### src/rtl/hack_pkg.sv
// Shared types and widths for the Hack ROM loader.
package hack_pkg;

    localparam int unsigned ROM_ADDR_W = 15;
    localparam int unsigned WORD_W     = 16;
    localparam int unsigned BYTE_W     = 8;
    localparam int unsigned LEN_W      = 16;

    typedef enum logic [2:0] {
        ST_IDLE,
        ST_LEN_HI,
        ST_LEN_LO,
        ST_DATA_HI,
        ST_DATA_LO,
        ST_CHECK,
        ST_DONE,
        ST_ERROR
    } loader_state_e;

    typedef struct packed {
        logic [ROM_ADDR_W-1:0] addr;
        logic [WORD_W-1:0]     data;
    } rom_wr_t;

endpackage

### src/rtl/hack_word_assembler.sv
// Holds the high byte of the word in flight and the running XOR of data bytes.
module hack_word_assembler
    import hack_pkg::*;
(
    input  logic              clk,
    input  logic              reset_n,
    input  logic              clear,
    input  logic              hi_en,
    input  logic              lo_en,
    input  logic [BYTE_W-1:0] in_byte,
    output logic [WORD_W-1:0] word_c,
    output logic [BYTE_W-1:0] csum
);

    logic [BYTE_W-1:0] hi_q, hi_d;
    logic [BYTE_W-1:0] csum_q, csum_d;

    always_comb begin
        hi_d   = hi_q;
        csum_d = csum_q;
        if (clear) begin
            hi_d   = '0;
            csum_d = '0;
        end else begin
            if (hi_en) begin
                hi_d = in_byte;
            end
            if (hi_en || lo_en) begin
                csum_d = csum_q ^ in_byte;
            end
        end
    end

    always_ff @(posedge clk) begin
        if (!reset_n) begin
            hi_q   <= '0;
            csum_q <= '0;
        end else begin
            hi_q   <= hi_d;
            csum_q <= csum_d;
        end
    end

    // Low byte comes straight from the bus so the word is ready on the DATA_LO transfer.
    assign word_c = {hi_q, in_byte};
    assign csum   = csum_q;

endmodule

### src/rtl/hack_rom_loader.sv
// Serial program loader: parses length/data/checksum bytes and writes words into Hack ROM.
module hack_rom_loader
    import hack_pkg::*;
#(
    parameter int unsigned MAX_WORDS = 32768
) (
    input  logic                  clk,
    input  logic                  reset_n,
    input  logic                  start,
    input  logic [BYTE_W-1:0]     in_byte,
    input  logic                  in_valid,
    output logic                  in_ready,
    output logic [ROM_ADDR_W-1:0] rom_addr,
    output logic [WORD_W-1:0]     rom_data,
    output logic                  rom_we,
    output logic                  busy,
    output logic                  done,
    output logic                  error,
    output logic                  cpu_reset
);

    loader_state_e     state_q, state_d;
    logic [LEN_W-1:0]  len_q, len_d;
    logic [LEN_W-1:0]  word_cnt_q, word_cnt_d;
    rom_wr_t           wr_q, wr_d;
    logic              rom_we_q, rom_we_d;
    logic              in_ready_q, in_ready_d;
    logic              busy_q, busy_d;
    logic              done_q, done_d;
    logic              error_q, error_d;

    logic              xfer;
    logic              asm_clear, asm_hi_en, asm_lo_en;
    logic [WORD_W-1:0] asm_word_c;
    logic [BYTE_W-1:0] asm_csum;
    logic [LEN_W-1:0]  len_new;
    logic [LEN_W-1:0]  word_cnt_inc;

    assign xfer         = in_valid && in_ready_q;
    assign len_new      = {len_q[LEN_W-1:BYTE_W], in_byte};
    assign word_cnt_inc = word_cnt_q + LEN_W'(1);

    hack_word_assembler u_asm (
        .clk     (clk),
        .reset_n (reset_n),
        .clear   (asm_clear),
        .hi_en   (asm_hi_en),
        .lo_en   (asm_lo_en),
        .in_byte (in_byte),
        .word_c  (asm_word_c),
        .csum    (asm_csum)
    );

    always_comb begin
        state_d    = state_q;
        len_d      = len_q;
        word_cnt_d = word_cnt_q;
        wr_d       = wr_q;
        rom_we_d   = 1'b0;
        asm_clear  = 1'b0;
        asm_hi_en  = 1'b0;
        asm_lo_en  = 1'b0;

        case (state_q)
            ST_IDLE, ST_DONE, ST_ERROR: begin
                if (start) begin
                    state_d    = ST_LEN_HI;
                    len_d      = '0;
                    word_cnt_d = '0;
                    wr_d.addr  = '0;
                    asm_clear  = 1'b1;
                end
            end
            ST_LEN_HI: begin
                if (xfer) begin
                    len_d   = {in_byte, len_q[BYTE_W-1:0]};
                    state_d = ST_LEN_LO;
                end
            end
            ST_LEN_LO: begin
                if (xfer) begin
                    len_d = len_new;
                    if (len_new == '0) begin
                        state_d = ST_CHECK;
                    end else if (32'(len_new) > MAX_WORDS) begin
                        state_d = ST_ERROR;
                    end else begin
                        state_d = ST_DATA_HI;
                    end
                end
            end
            ST_DATA_HI: begin
                if (xfer) begin
                    asm_hi_en = 1'b1;
                    state_d   = ST_DATA_LO;
                end
            end
            ST_DATA_LO: begin
                if (xfer) begin
                    asm_lo_en  = 1'b1;
                    wr_d.addr  = word_cnt_q[ROM_ADDR_W-1:0];
                    wr_d.data  = asm_word_c;
                    rom_we_d   = 1'b1;
                    word_cnt_d = word_cnt_inc;
                    state_d    = (word_cnt_inc == len_q) ? ST_CHECK : ST_DATA_HI;
                end
            end
            ST_CHECK: begin
                if (xfer) begin
                    state_d = (in_byte == asm_csum) ? ST_DONE : ST_ERROR;
                end
            end
            default: begin
                state_d = ST_IDLE;
            end
        endcase

        // Status flags are registered copies of the next-state decode.
        in_ready_d = state_d inside {ST_LEN_HI, ST_LEN_LO, ST_DATA_HI, ST_DATA_LO, ST_CHECK};
        busy_d     = in_ready_d;
        done_d     = (state_d == ST_DONE);
        error_d    = (state_d == ST_ERROR);
    end

    always_ff @(posedge clk) begin
        if (!reset_n) begin
            state_q    <= ST_IDLE;
            len_q      <= '0;
            word_cnt_q <= '0;
            wr_q       <= '0;
            rom_we_q   <= 1'b0;
            in_ready_q <= 1'b0;
            busy_q     <= 1'b0;
            done_q     <= 1'b0;
            error_q    <= 1'b0;
        end else begin
            state_q    <= state_d;
            len_q      <= len_d;
            word_cnt_q <= word_cnt_d;
            wr_q       <= wr_d;
            rom_we_q   <= rom_we_d;
            in_ready_q <= in_ready_d;
            busy_q     <= busy_d;
            done_q     <= done_d;
            error_q    <= error_d;
        end
    end

    assign in_ready  = in_ready_q;
    assign rom_addr  = wr_q.addr;
    assign rom_data  = wr_q.data;
    assign rom_we    = rom_we_q;
    assign busy      = busy_q;
    assign done      = done_q;
    assign error     = error_q;
    assign cpu_reset = busy_q;

endmodule

### config.mk
export PLATFORM = sky130hd
export DESIGN_NAME = hack_rom_loader
export DESIGN_NICKNAME = d
export VERILOG_FILES = /design/src/rtl/hack_pkg.sv /design/src/rtl/hack_word_assembler.sv /design/src/rtl/hack_rom_loader.sv
export SDC_FILE = /design/constraint.sdc
export NUM_CORES = 1
export LEC_CHECK = 0
export CAP_MARGIN = 20
export CORE_UTILIZATION = 42
export CTS_BUF_LIST = sky130_fd_sc_hd__clkbuf_16
export CTS_CLUSTER_SIZE = 40
export DETAILED_ROUTE_END_ITERATION = 16
export GPL_TIMING_DRIVEN = 1
export PLACE_DENSITY = 0.67
export SLEW_MARGIN = 20
export SYNTH_ARGS = -nofsm -noshare
export SYNTH_HDL_FRONTEND = slang
export SYNTH_SLANG_ARGS = --single-unit
### constraint.sdc
create_clock -name clk -period 2 [get_ports clk]
set_input_delay 0.6 -clock clk [delete_from_list [all_inputs] [get_ports clk]]
set_output_delay 0.6 -clock clk [all_outputs]
set_load 0.1 [all_outputs]
==> out/metrics.yaml <==
final_layout:
  synthToLayoutAreaGrowth_pct: 47.4
  nFillCells: 779
  layout_commonest_cell: "dfxtp_1"
  final_cell_mix: "dfxtp_1 (75), buf_4 (73), nand2_1 (65)"
  antennaDiodeCount: 0
  fin_nets: 601
  layout-drive-gt1-share: 0.300
  stdcell_count: 722
timing:
  fin_worst_skew_ns: 0.00388
  slew_viol_final: 0
  finalSetupTns_ns: 0
  hold_viol: 0
  fin_crit_sh: 0.967
  layout_min_cycle_time_ns: 1.93
  max_freq_mhz: 517
  tightest_slew_ns: 0.409
  timing.final.ws_setup_ns: 0.0656
  slew_headroom: 0.727
  rsz0062_at_grt: "yes"
  setup_violations: 0
die:
  initial_utilization: 0.437
  core-area_mm2: 0.00933
  dieArea_mm2: 0.0101
  die_h_um: 101
  die_w_um: 101
  ios: 49
  placementRows: 35
clock_tree:
  cts_tree: "built"
  cts_max_level: 3
  path_clk_slew_ns: 0.06
  root_buffer: "clkbuf_16"
  cts_buffers: 9
  cts_sinks: 86
  cts_buffer_depth: 2
  cts-hold-fix-buffers: 0
  clkLatencyLatePin_ns: 0.34
worst_setup_path:
  reg2reg_slack_ns: 0.07
  cp_common_cell: "buf_4"
  startpoint_type: "register"
  cp-end-kind: "register"
  r2r-end: "state_q[1]$_SDFF_PN0_"
  crit_start: "word_cnt_q[10]$_SDFFE_PN0P_"
  worst_ep_required_time_ns: 2.21
  arrival_ns: 2.15
  r2r-start: "word_cnt_q[10]$_SDFFE_PN0P_"
  crit_slowest_cell: "dfxtp_4"
  cp_max_fo: 3
  cpPeakStageDelay_ns: 0.35
  reg2regPathDepth: 8
  cp_cell_sequence: "nand4_1 > buf_4 > nor4_4 > buf_4 > xnor2_2 > nand2_2 > nor4b_2 > a31oi_1"
  crit_end: "state_q[1]$_SDFF_PN0_"
  critical_path_class: "register to register"
pwr:
  power.static_leakage_uw: 0.00232
  total_power_uw: 3960
  vdd_drop_max_mv: 0.471
  powerDensity_mw_per_mm2: 660
job:
  drv_cap: 0
routing:
  drc: 0
  first_pass_iters: 5
  via_per_inst: 5.39
  drt-initial-drc-count: 259
  final_antenna_net_count: 0
  via_count: 3895
  wl_mm: 11.5
  wl_per_cell_um: 16.0
yosys:
  ys_warn_count: 0
  ys_seq_area_frac: 0.422
  synthCells: 493
  synth_enable_flop_cells: 0
  synth.net_count: 506
  yosys.cell_types.count: 52
  syn_avg_cell_area_um2: 8.27
  yosys_register_bits: 86
  synthArstFlopShare: 0
  synth_area_mm2: 0.00408
  synthFlopType: "dfxtp_1"
global_route:
  track_usage: 0.235
  grt_pass1_wl_mm: 18.4
  grt_max_degree: 52
  antenna_found_initial: 0
  grt_pass1_vias: 3734
  overflow: 0
placed_design:
  gp_congestion: 0.878
  placedCellCount: 696
  hpwl_mm: 8.06
  pre_cts_ws_ns: -0.508
  io_buffers: 48
status:
  status: "complete, no violations"
worst_hold_path:
  hp-class: "register to register"
synthesized netlist by cell type, drive strengths merged, types with 2 or more instances:
| cell | count | share of area |
|---|---|---|
| xnor2 | 26 | 0.056 |
| xor2 | 17 | 0.037 |
| o41ai | 4 | 0.0086 |
| a21oi | 44 | 0.054 |
| dfxtp | 86 | 0.42 |
| nand2 | 67 | 0.062 |
| mux2i | 10 | 0.025 |
| and3 | 5 | 0.0077 |
| nor4 | 8 | 0.015 |
| or3 | 2 | 0.0031 |
| a41o | 2 | 0.0049 |
| nand3 | 28 | 0.039 |
| and4 | 2 | 0.0043 |
| and2 | 5 | 0.0077 |
| clkbuf | 25 | 0.023 |
| inv | 6 | 0.0055 |
| or2 | 2 | 0.0031 |
| nor3 | 12 | 0.016 |
| a211oi | 3 | 0.0055 |
| nand4 | 7 | 0.014 |
| a22oi | 17 | 0.031 |
| o31a | 2 | 0.0043 |
| buf | 19 | 0.028 |
| o31ai | 11 | 0.021 |
| a31oi | 5 | 0.0077 |
| nor2 | 47 | 0.043 |
| nand2b | 2 | 0.0031 |
| o21ai | 16 | 0.020 |
| o2111ai | 2 | 0.0043 |
sequential cells by signal, indices dropped and copies added, names as in the netlist:
signal      cells
state_q         3
u_asm.hi_q      8
rom_addr       15
busy            1
u_asm.csum      8
error           1
len_q          16
word_cnt_q     16
rom_data       16
rom_we          1
done            1
where the power goes:
group / switching [uW] / internal (uW)
sequential: 39.8 / 1730
clock: 710 / 972
combinational: 303 / 208
cells by family after synthesis:
kind of cell    synth area share
buf+inv                   0.0562
flops                      0.422
compound gates             0.173
xor+xnor                  0.0924
fa+ha+maj                0.00307
mux                       0.0246
simple gates               0.228
per-layer routing:
layer,global-route usage,routed length [um],vias up
met3,0.0423,537,21
met1,0.293,4920,1831
li1,-,-,1916
met2,0.407,5880,127
met5,0,0,-
met4,0.0847,205,0
metrics by stage:
stage | cell area [um2] | hold slack (ns) | util
6_report | 6010 | 0.449 | 0.644
5_1_grt | 6010 | 0.476 | 0.644
4_1_cts | 5830 | 0.454 | 0.625
3_5_place_dp | 5470 | 0.447 | 0.586
3_3_place_gp | 5470 | 0.441 | 0.586
2_1_floorplan | 4100 | 0.431 | -
timing repair:
action	in CTS	in global routing
resized for setup	22	32
endpoints found under the setup margin	9	31
setup buffers	2	8
gates cloned	0	0
pin swaps	8	13
worst min path at each step:
stage	slack (ns)	depth (start not counted)	end	from
after floorplan	0.43	2	rom_data[10]$_SDFFE_PN0P_	u_asm.hi_q[2]$_SDFFE_PP0P_
final	0.45	1	word_cnt_q[12]$_SDFFE_PN0P_	word_cnt_q[12]$_SDFFE_PN0P_
after detailed placement	0.45	2	rom_data[8]$_SDFFE_PN0P_	u_asm.hi_q[0]$_SDFFE_PP0P_
after global routing	0.48	1	word_cnt_q[12]$_SDFFE_PN0P_	word_cnt_q[12]$_SDFFE_PN0P_
after global placement	0.44	2	rom_data[9]$_SDFFE_PN0P_	u_asm.hi_q[1]$_SDFFE_PP0P_
after CTS	0.45	2	rom_data[8]$_SDFFE_PN0P_	u_asm.hi_q[0]$_SDFFE_PP0P_
critical path: cells and delay by family, from the launching register on:
| family | cells | cell delay, ns |
|---|---|---|
| DFF | 1 | 0.35 |
| buffers and inverters | 2 | 0.40 |
| and+or+nand+nor | 4 | 0.83 |
| AOI/OAI and AO/OA | 1 | 0.12 |
| xor gates and xnor gates | 1 | 0.11 |
layout make-up:
type	count	area (um2)	share of cell area
Clock inverter	7	72.6	0.0121
Tap cell	129	161	0.0269
Inverter	6	22.5	0.00375
Clock buffer	9	225	0.0375
Sequential cell	86	1740	0.290
Timing Repair Buffer	128	1500	0.250
Multi-Input combinational cell	357	2280	0.380
No activity file was read; power rests on OpenSTA's default activity.
